===== src/rtl/prio_enc_queue.sv =====
// prio_enc_queue
//   Priority encoder with a pending-request register and a one-entry
//   registered output slot (valid/ready handshake).
//
//   Requests on din (active-low) are captured into the pending set P while
//   sel is low. Each cycle the output slot is free, one pending index is
//   picked and presented on dout as the code N-1-index.
//
//   Build option (macro PRIO_ROUND_ROBIN_EN):
//     undefined : fixed priority, the highest pending index wins.
//     defined   : round robin. The search runs downward from pointer R and
//                 wraps from 0 to N-1. After index i is loaded, R becomes
//                 (i-1) mod N.
//
// Ports
//   clk   in   sole clock, rising edge
//   rst   in   synchronous active-high reset
//   sel   in   capture enable, active-low
//   din   in   [N-1:0] request lines, active-low (din[i]=0 requests i)
//   dout  out  [W-1:0] registered code of the presented request
//   vld   out  dout holds a valid code
//   rdy   in   consumer accepts dout when vld && rdy at a rising edge
//   Ys    out  idle flag, active-low (enabled, nothing pending, slot empty)
//   Yex   out  expansion flag, active-low, low whenever vld is high
module prio_enc_queue #(
  parameter  int N = 8,
  localparam int W = $clog2(N)
) (
  input  logic         clk,
  input  logic         rst,
  input  logic         sel,
  input  logic [N-1:0] din,
  output logic [W-1:0] dout,
  output logic         vld,
  input  logic         rdy,
  output logic         Ys,
  output logic         Yex
);

  logic [N-1:0] pend;
  logic [N-1:0] pend_nxt;
  logic [N-1:0] cap;
  logic [W-1:0] dout_nxt;
  logic [W-1:0] win;
  logic         vld_nxt;
  logic         slot_free;
  logic         ys_nxt;

`ifdef PRIO_ROUND_ROBIN_EN
  logic [W-1:0] ptr;
  logic [W-1:0] ptr_nxt;

  // The loop runs from the farthest distance to the nearest, so the last hit
  // is the set bit closest to r in the downward direction.
  function automatic logic [W-1:0] pick_rr(input logic [N-1:0] p,
                                           input logic [W-1:0] r);
    logic [W-1:0] w;
    int           idx;
    w = '0;
    for (int k = N - 1; k >= 0; k--) begin
      idx = (int'(r) - k + N) % N;
      if (p[idx[W-1:0]]) w = idx[W-1:0];
    end
    return w;
  endfunction
`else
  // The last hit in an ascending scan is the highest set index.
  function automatic logic [W-1:0] pick_fixed(input logic [N-1:0] p);
    logic [W-1:0] w;
    w = '0;
    for (int i = 0; i < N; i++) begin
      if (p[i[W-1:0]]) w = i[W-1:0];
    end
    return w;
  endfunction
`endif

  always_comb begin
    cap       = sel ? '0 : ~din;
    slot_free = !vld || rdy;
`ifdef PRIO_ROUND_ROBIN_EN
    win       = pick_rr(pend, ptr);
    ptr_nxt   = ptr;
`else
    win       = pick_fixed(pend);
`endif
    pend_nxt  = pend;
    vld_nxt   = vld;
    dout_nxt  = dout;

    // The winner comes from the registered P only; this cycle's captures are
    // merged in afterwards, so a re-capture of the loaded index survives.
    if (slot_free) begin
      if (|pend) begin
        pend_nxt[win] = 1'b0;
        vld_nxt       = 1'b1;
        dout_nxt      = W'(N - 1) - win;
`ifdef PRIO_ROUND_ROBIN_EN
        ptr_nxt       = (win == '0) ? W'(N - 1) : win - 1'b1;
`endif
      end else begin
        vld_nxt = 1'b0;
      end
    end
    pend_nxt = pend_nxt | cap;

    ys_nxt = sel || (|pend_nxt) || vld_nxt;
  end

  // Stage boundary: pending set, output slot and flags
  always_ff @(posedge clk) begin
    if (rst) begin
      pend <= '0;
      vld  <= 1'b0;
      dout <= '1;
      Ys   <= 1'b1;
      Yex  <= 1'b1;
`ifdef PRIO_ROUND_ROBIN_EN
      ptr  <= W'(N - 1);
`endif
    end else begin
      pend <= pend_nxt;
      vld  <= vld_nxt;
      dout <= dout_nxt;
      Ys   <= ys_nxt;
      Yex  <= !vld_nxt;
`ifdef PRIO_ROUND_ROBIN_EN
      ptr  <= ptr_nxt;
`endif
    end
  end

endmodule


===== config.mk =====
export PLATFORM = sky130hd
export DESIGN_NAME = prio_enc_queue
export DESIGN_NICKNAME = d
export VERILOG_FILES = /design/src/rtl/prio_enc_queue.sv
export SDC_FILE = /design/constraint.sdc
export NUM_CORES = 1
export LEC_CHECK = 0
export ABC_AREA = 0
export BUFFER_PORTS_ARGS = -buffer_cell sky130_fd_sc_hd__buf_2
export CORE_MARGIN = 3
export CORE_UTILIZATION = 45
export CTS_BUF_LIST = sky130_fd_sc_hd__clkbuf_4
export CTS_CLUSTER_DIAMETER = 30
export DETAILED_ROUTE_END_ITERATION = 10
export GPL_ROUTABILITY_DRIVEN = 1
export HOLD_SLACK_MARGIN = 0.12
export PLACE_DENSITY = 0.74
export SLEW_MARGIN = 10
export SYNTH_ARGS = -nofsm -noshare
export SYNTH_HDL_FRONTEND = slang
export SYNTH_SLANG_ARGS = --single-unit

===== constraint.sdc =====
create_clock -name clk -period 1.6 [get_ports clk]
set_clock_uncertainty 0.1 [all_clocks]
set_input_delay 0 -clock clk [delete_from_list [all_inputs] [get_ports clk]]
set_output_delay 0 -clock clk [all_outputs]
set_load 0.005 [all_outputs]

==> results.md, run 1 <==
* Outcome: complete, no violations
* Most repeated library cell on the critical path: dlygate4sd3_1
* Total Die Area at 1810 µm²
* Setup Crit Path Kind: input port to flip-flop
* Number of synthesis warnings at 0
* Hold Crit Class: flip-flop to flip-flop
* Prevailing post-synth register cell: dfxtp_1
* Arrival time at the worst endpoint at between 1.5 and 2 ns
* Row count at 12
* Startpoint type of the worst setup path: input port
* Pre-Repair DR Iteration Count at 4
* Routed wirelength normalized by instance count at about 15 µm
* Cell at the root of the clock tree: clkbuf_4
* Number of clock buffers inserted by TritonCTS at 3
* Buffer depth of the longest clock path at 2
* Area of the core at roughly 1200 µm²
* CP top delay family: buffers and inverters
* Final count of hold timing violations at 0
* Leakage power at between 0.4 and 0.5 nW
* Global-route total usage across every layer at about a quarter
* Biggest area consumer among synthesized cells: dfxtp_1
* Placed wire-length estimate after detailed placement at slightly below 1000 µm
* Pin slew with the least headroom to its limit at about 0.35 ns
* Pin count of the biggest net entering global routing at 17
* Post-route ant nets at 0
* Total number of nets in the final design at 127
* Starting utilization of the core area at between 50% and 60%
* Cells along the critical path: dlygate4sd3_1, buf_6, or2_2, dlygate4sd3_1, a21oi_2
* Routed via count at approximately 700
* Utilization after layout at 81.1%
* Number of distinct library cell variants in the gate-level netlist after synthesis at 21
* Total congestion overflow after global routing at 0
* Height of the die at 42.5 µm
* Period utilisation layout at a little under 100%
* Clock latency of the later-clocked register in the worst-skew pair at between 0.2 and 0.3 ns
* Total design power at a little over 0.0008 W
* Async set-reset flop share out of synthesis at 0%
* Cell types with the highest counts after synthesis: dfxtp_1 (14), nor2_1 (14), a21oi_1 (11)
* Vias in the first global route at 695
* Final setup TNS at 0 ns
* First-pass GRT wire length at 3200 µm
* Horizontal die dimension at between 40 and 50 µm
* Crit path required time at 1.72 ns
* Largest stage delay on the critical path at around 0.57 ns
* Fraction of power consumed by sequential logic at 48.7%
* Internal power contribution at between 0.0005 and 0.0006 W
* VDD IR-drop max at a little under 600 µV
* Max-cap violations at 0
* Highest net fanout along the worst path at 9
* Number of nets produced by synthesis at between 80 and 90
* Final Slew Violations at 0
* Clock tree from TritonCTS: done
* Power density over the cells at approximately 860 nW/µm²
* Initial antenna violation count at 0
* Post-Syn Area per Cell at 8.23 µm²
* Slew headroom at approximately three quarters
* Switching Share at about 29%
* Count of pins on the block boundary at 18
* Top cells by area in the synthesized netlist: dfxtp_1 (47%), a21oi_1 (9.2%), nor2_1 (8.8%), or4_4 (3.8%), nor3_1 (3.3%)
* H-Tree Level Count at 1
* Synthesized cell area at 601 µm²
* Slowest cell on crit path: dlygate4sd3_1
* Worst path buffer plus inverter count at 3
* Final count of negative-setup-slack endpoints at 0
* Portion of the post-synthesis area used by sequential elements at 46.7%
* Setup repair after global routing missed its margin: true
* DR DRC count at 0
* Logic pwr share at a little over a quarter
* Input/output buffers at 17
* Antenna Diode Count at 0
* Total Routed Length at 1910 µm
* Fraction of synthesized cell area taken by the top area cell type at about 47%
* Number of enable-type register cells in the synthesized netlist at 0
* Clock group share of total power at 25.0%
* Number of standard cells after synthesis at 73
* Register bit total from synthesis at 14
* Number of DRC markers after the initial detailed-route iteration at 18
* Critical path endpoint category: flip-flop
* Clock sink count at 14
* Gp weighted congestion at 0.858
* Layout Area Growth over Synthesis at 58.1%
* Fraction of final layout cells with drive strength greater than 1 at a little over a third
* Vias per std cell at 5.53
* Switching Power at about 0.00024 W
* Clock Pin Slew Worst Setup and Hold Paths at roughly 0.08 ns
* Clock period minus worst slack at 1.59 ns
* Fmax achieved at between 600 and 700 MHz
-- tightest hold or removal path: cells and delay by family (launching register included) --
family | cells | cell delay, ns
DFF | 1 | 0.33
AOI/OAI and AO/OA | 2 | 0.11
-- placed cells by master, fill, tap and decap left out, drive strengths merged --
master	instances
a21oi	11
nand4	1
or4	2
dfxtp	14
nand3	2
nand2b	2
a211o	1
dlygate4sd3	15
nor2b	1
nor4	2
nor3	4
inv	2
or3	1
or2	3
o32ai	1
o31ai	1
nand2	3
nor2	14
clkbuf	3
nor4bb	1
o21ai	5
buf	24
-- final timing paths --
kind              endpoint     from  cells past startpoint  slack (ns)
hold reg to reg    dout[0]  dout[0]                      2        0.37
hold / removal     dout[0]  dout[0]                      2        0.37
setup / recovery   pend[4]      sel                      5        0.01
setup reg to reg   dout[1]  pend[4]                      4        0.02
-- power by group through the flow --
stage	clock network, W	registers, W	logic, W
after floorplan	0	0.000408	0.0000946
after global placement	0	0.000403	0.000169
after detailed placement	0	0.000405	0.000171
after CTS	0.000204	0.000396	0.000202
after global routing	0.000227	0.000403	0.000235
final	0.000205	0.000399	0.000216
-- flip-flops by register name, summed over array words and instances, names as in the netlist --
name and flops:
dout 3, Yex 1, Ys 1, pend 8, vld 1
-- stage by stage --
| step | hold slack (ns) | setup WS [ns] | area (µm²) | instances |
|---|---|---|---|---|
| 2_1_floorplan | -0.00564 | 0.0109 | 601 | 73 |
| 3_3_place_gp | 0.121 | 0.0560 | 748 | 109 |
| 3_5_place_dp | 0.126 | 0.0362 | 748 | 109 |
| 4_1_cts | 0.366 | 0.0252 | 941 | 129 |
| 5_1_grt | 0.391 | -0.0391 | 950 | 127 |
| 6_report | 0.367 | 0.0142 | 950 | 127 |
-- cell families (layout without fill, tap and decap cells) --
group,after synthesis,count (layout),share of synthesized area [%]
AOI/OAI and AO/OA,19,19,19.4
buffers and inverters,4,44,2.50
and+or+nand+nor,36,36,31.5
DFF,14,14,46.7
-- per-layer routing --
| metal | global-route usage (%) | part of all wire, % | vias to the layer above |
|---|---|---|---|
| met5 | 0 | 0 | - |
| met1 | 30.2 | 44 | 324 |
| met2 | 40.4 | 48 | 31 |
| li1 | - | - | 342 |
| met3 | 2.58 | 6.6 | 5 |
| met4 | 9.32 | 1.6 | 0 |
-- timing repair --
| action | 4_1_cts | 5_1_grt |
|---|---|---|
| setup buffers | 0 | 0 |
| endpoints found under the setup margin | 0 | 6 |
| endpoints found under the hold margin | 14 | 0 |
| gates resized for setup | 0 | 10 |
| hold buffers | 17 | 0 |
-- area by class of cell --
| cell class | instances | area [µm²] |
|---|---|---|
| Sequential cell | 14 | 284 |
| Tap cell | 14 | 17.5 |
| Multi-Input combinational cell | 55 | 324 |
| Timing Repair Buffer | 39 | 294 |
| Clock buffer | 3 | 22.5 |
| Fill cell | 76 | 221 |
| Inverter | 2 | 7.51 |
Note: power is estimated with default switching activity, not from simulation.
==> run 2, diff against run 1 <==
Settings changed: CELL_PAD_IN_SITES_DETAIL_PLACEMENT set to 1, CELL_PAD_IN_SITES_GLOBAL_PLACEMENT set to 2, CORE_UTILIZATION 45 to 26, GPL_ROUTABILITY_DRIVEN 1 to 0, PLACE_DENSITY 0.74 to 0.75.
==> results.md, run 2 (synthesis gave the netlist of run 1 again) <==
* Max-cap violations at 0
* Setup ws final at -0.0154 ns
* Fraction of final layout cells with drive strength greater than 1 at between 30% and 40%
* Critical path endpoint category: flip-flop
* Antenna Diode Count at 0
* Count of pins on the block boundary at 18
* Horizontal die dimension at ~54 µm
* Register-to-Register Path Depth at 4
* Clock latency of the later-clocked register in the worst-skew pair at approximately 0.28 ns
* Slew headroom at between 80% and 90%
* Final setup TNS at -0.0154 ns
* Final count of hold timing violations at 0
* Clock tree from TritonCTS: done
* Setup repair after global routing missed its margin: true
* Vias per std cell at between 4 and 5
* Number of standard cells in the final layout excluding fillers at 146
* Layout Area Growth over Synthesis at 67.3%
* Pin slew with the least headroom to its limit at about 0.3 ns
* Biggest registers after layout: pend (8), dout (3)
* Hold Crit Class: input port to flip-flop
* VDD IR-drop max at 341 µV
* Setup Crit Path Kind: flip-flop to flip-flop
* Placed wire-length estimate after detailed placement at roughly 1300 µm
* Final count of negative-setup-slack endpoints at 1
* Total design power at between 0.0008 and 0.0009 W
* Routed via count at 714
* Violated checks: setup timing
* Number of clock buffers inserted by TritonCTS at 3
* Global-route total usage across every layer at approximately 16%
* Post-route ant nets at 0
* Outcome: finished with violations
* Area of the core at approximately 2100 µm²
* Most frequent cells in the layout: buf_2 (17), dlygate4sd3_1 (16), nor2_1 (14)
* Crit path required time at approximately 1.7 ns
* Clock sink count at 14
* Starting utilization of the core area at between 20% and 30%
* Utilization after layout at between 40% and 50%
* Total congestion overflow after global routing at 0
* Height of the die at 54.1 µm
* Non-Filler Cell Area, Final at 1000 µm²
* Number of DRC markers after the initial detailed-route iteration at 9
* Worst hold path depth at 5
* H-Tree Level Count at 1
* Row count at 16
* First-pass GRT wire length at about 3200 µm
* DR DRC count at 0
* Highest net fanout along the worst path at 3
* Number of placed cells counting well taps at roughly 130
* Final Slew Violations at 0
* Register with the most flip-flops: pend
* Routed wirelength normalized by instance count at around 14 µm
* Pre-Repair DR Iteration Count at 4
* Period utilisation layout at 101%
* Fmax achieved at around 620 MHz
* Standard cell area after detailed placement at roughly 790 µm²
* Clock period minus worst slack at approximately 1.6 ns
* Arrival time at the worst endpoint at between 1.5 and 2 ns
* Power density over the cells at roughly 840 nW/µm²
* Buffer depth of the longest clock path at 2
* Input/output buffers at 17
* Flip-flop count of the largest register after layout at 8
* Total Die Area at around 3000 µm²
* Clock Pin Slew Worst Setup and Hold Paths at roughly 0.09 ns
* Most common cell after layout, fill and taps aside: buf_2
* Total number of nets in the final design at about 130
* Vias in the first global route at ~720
* Cell at the root of the clock tree: clkbuf_4
* Initial antenna violation count at 0
* Leakage power at ~0.43 nW
* Startpoint type of the worst setup path: flip-flop
* Pin count of the biggest net entering global routing at 17
* Total Routed Length at 2010 µm
run 2: layout make-up:
cell class / count / area (µm²)
clock buffers: 3 / 22.5
clock inverters: 1 / 3.75
fillers: 270 / 1080
inverters: 2 / 7.51
multi-input cells: 55 / 324
flip-flops and latches: 14 / 285
well taps: 27 / 33.8
repair buffers: 44 / 328
run 2: timing repair:
action | 4_1_cts | 5_1_grt
endpoints found under the setup margin | 0 | 6
hold endpoints to repair | 14 | 0
hold buffers | 16 | 0
buffers inserted | 0 | 1
gates resized for setup | 0 | 8
run 2: path summary, 6_finish.rpt:
| kind | startpoint | slack, ns | end |
|---|---|---|---|
| worst max-delay path | pend[2] | -0.02 | dout[1] |
| worst min-delay path | rdy | 0.17 | pend[6] |
| worst max register to register | pend[2] | -0.02 | dout[1] |
| worst min register to register | dout[0] | 0.37 | dout[0] |
run 2: routing by layer:
| layer | global-route usage (%) | routed length [µm] |
|---|---|---|
| met5 | 0 | 0 |
| met4 | 8.71 | 34 |
| met3 | 4.16 | 83 |
| met2 | 26.0 | 1000 |
| met1 | 18.5 | 890 |
run 2: through the flow:
step | setup slack [ns] | hold slack (ns)
floorplan | 0.0109 | -0.00564
global placement | 0.0572 | 0.126
detailed placement | 0.0333 | 0.133
CTS | 0.0164 | 0.171
global route | -0.0504 | 0.176
finish | -0.0154 | 0.171
run 2: critical path, stage by stage (launching register included):
cell,delay (ns)
dfxtp_2,0.33
or4_4,0.58
o21ai_4,0.18
nor4_2,0.06
a211o_1,0.26
run 2: power by group:
part           internal, W  leakage [nW]  total, W  switching, W
Combinational     0.000128         0.300  0.000232      0.000104
Sequential        0.000379         0.117  0.000398     0.0000189
Clock            0.0000904        0.0154  0.000210      0.000119
Total             0.000598         0.432  0.000840      0.000243
==> run 3, diff against run 2 <==
--- a/config.mk
+++ b/config.mk
@@ -18,5 +18,4 @@
 export HOLD_SLACK_MARGIN = 0.12
 export PLACE_DENSITY = 0.75
-export SLEW_MARGIN = 10
 export SYNTH_ARGS = -nofsm -noshare
 export SYNTH_HDL_FRONTEND = slang
==> constraint.sdc (replaced) <==
create_clock -name clk -period 1.6 [get_ports clk]
set_clock_uncertainty 0.1 [all_clocks]
set_input_delay 0.08 -clock clk [delete_from_list [all_inputs] [get_ports clk]]
set_output_delay 0.08 -clock clk [all_outputs]
set_load 0.005 [all_outputs]
==> results.md, run 3 (synthesis gave the netlist of run 1 again) <==
* Outcome: complete, no violations
* Slew headroom at ~79%
* Pin slew with the least headroom to its limit at 0.317 ns
* Antenna Diode Count at 0
* Most frequent cells in the layout: buf_2 (17), nor2_1 (14), dlygate4sd3_1 (13)
* Number of clock buffers inserted by TritonCTS at 3
* Final Slew Violations at 0
* VDD IR-drop max at around 370 µV
* Most common cell after layout, fill and taps aside: buf_2
* Placed wire-length estimate after detailed placement at between 1000 and 1500 µm
* Setup Crit Path Kind: flip-flop to flip-flop
* Global-route total usage across every layer at between 10% and 20%
* DR DRC count at 0
* Input/output buffers at 17
* Setup ws final at a little over 0.04 ns
* Routed via count at around 690
* Count of fill cells added during filler insertion at between 200 and 300
* Biggest registers after layout: pend (8), dout (3)
* Crit path required time at roughly 1.7 ns
* Total design power at between 0.0008 and 0.0009 W
* Pre-Repair DR Iteration Count at 3
* Total number of nets in the final design at between 100 and 150
* Arrival time at the worst endpoint at roughly 1.6 ns
* Fraction of final layout cells with drive strength greater than 1 at between 30% and 40%
* Final count of negative-setup-slack endpoints at 0
* Total Die Area at a little under 3000 µm²
* Sequential Area at 285 µm²
* Vias in the first global route at roughly 700
* Power density over the cells at 853 nW/µm²
* Row count at 16
* Critical path endpoint category: flip-flop
* Starting utilization of the core area at approximately 29%
* Post-Place Worst Slack at ~0.033 ns
* Leakage power at about 0.42 nW
* Final count of hold timing violations at 0
* Fmax achieved at around 640 MHz
* Clock sink count at 14
* Number of DRC markers after the initial detailed-route iteration at 8
* Layout Area Growth over Synthesis at 62.5%
* Period utilisation layout at 97.4%
* Area of the core at ~2100 µm²
* Count of pins on the block boundary at 18
* Total Routed Length at ~2000 µm
* Routed wirelength normalized by instance count at 13.7 µm
* Clock Pin Slew Worst Setup and Hold Paths at 0.09 ns
* Buffer depth of the longest clock path at 2
* Vias per std cell at between 4 and 5
* First-pass GRT wire length at 3150 µm
* H-Tree Level Count at 1
* Flip-flop count of the largest register after layout at 8
* Setup repair after global routing missed its margin: false
* Multi-input combinational cell area at roughly 330 µm²
* Pin count of the biggest net entering global routing at 17
* Clock tree from TritonCTS: done
* Height of the die at about 54 µm
* Register with the most flip-flops: pend
* Initial antenna violation count at 0
* Max-cap violations at 0
* Post-route ant nets at 0
* Clock latency of the later-clocked register in the worst-skew pair at ~0.28 ns
* Total congestion overflow after global routing at 0
* Final setup TNS at 0 ns
* Startpoint type of the worst setup path: flip-flop
* Cell at the root of the clock tree: clkbuf_4
* Clock period minus worst slack at approximately 1.6 ns
* Hold Crit Class: input port to flip-flop
* Horizontal die dimension at 54.1 µm
* Highest net fanout along the worst path at 3
-- run 3: changes by cell type in the layout (fill, tap and decap cells not counted), sizes merged --
cell / previous run / this run
dlygate4sd3: 16 / 13
-- run 3: power breakdown --
group	internal, W	switching [W]
clock network	0.0000905	0.000118
logic	0.000123	0.000102
registers	0.000379	0.0000184
total	0.000593	0.000239
-- run 3: path summary, 6_finish.rpt --
check                  to    start  slack [ns]  cells past startpoint
setup / recovery  dout[1]  pend[2]        0.04                      4
hold / removal    pend[4]      sel        0.09                      3
setup reg to reg  dout[1]  pend[2]        0.04                      4
hold reg to reg   dout[0]  dout[0]        0.37                      2
-- run 3: stage by stage --
| stage | utilization, % | instance area (µm²) | hold slack, ns | cells |
|---|---|---|---|---|
| after global routing | 46.9 | 976 | 0.124 | 143 |
| after detailed placement | 37.8 | 787 | 0.213 | 125 |
| final | 46.9 | 976 | 0.0850 | 143 |
| after floorplan | - | 601 | 0.0744 | 73 |
| after CTS | 45.8 | 953 | 0.121 | 143 |
| after global placement | 37.8 | 787 | 0.206 | 125 |
-- run 3: worst max-delay path: stages, from the launching register on --
cell     delay [ns]
dfxtp_2        0.33
or4_4          0.57
o21ai_4        0.18
nor4_2         0.06
a211o_1        0.22
-- run 3: cell type report --
type | count | share of cell area [%]
well taps | 27 | 3.46
multi-input cells | 55 | 33.3
inverters | 2 | 0.769
clock buffers | 3 | 2.31
repair buffers | 41 | 30.5
clock inverters | 1 | 0.385
flip-flops and latches | 14 | 29.2
-- run 3: repair_timing --
| item | 4_1_cts | 5_1_grt |
|---|---|---|
| setup endpoints to repair | 0 | 5 |
| setup buffers | 0 | 1 |
| resized for setup | 0 | 8 |
| hold endpoints to repair | 11 | 1 |
| hold buffers | 14 | 1 |
-- run 3: per-layer routing --
layer / up-vias / track usage [%] / wire [µm]
li1: 344 / - / -
met1: 329 / 17.0 / 875
met2: 16 / 27.6 / 965
met3: 4 / 3.88 / 82
met4: 0 / 8.30 / 38
met5: - / 0 / 0
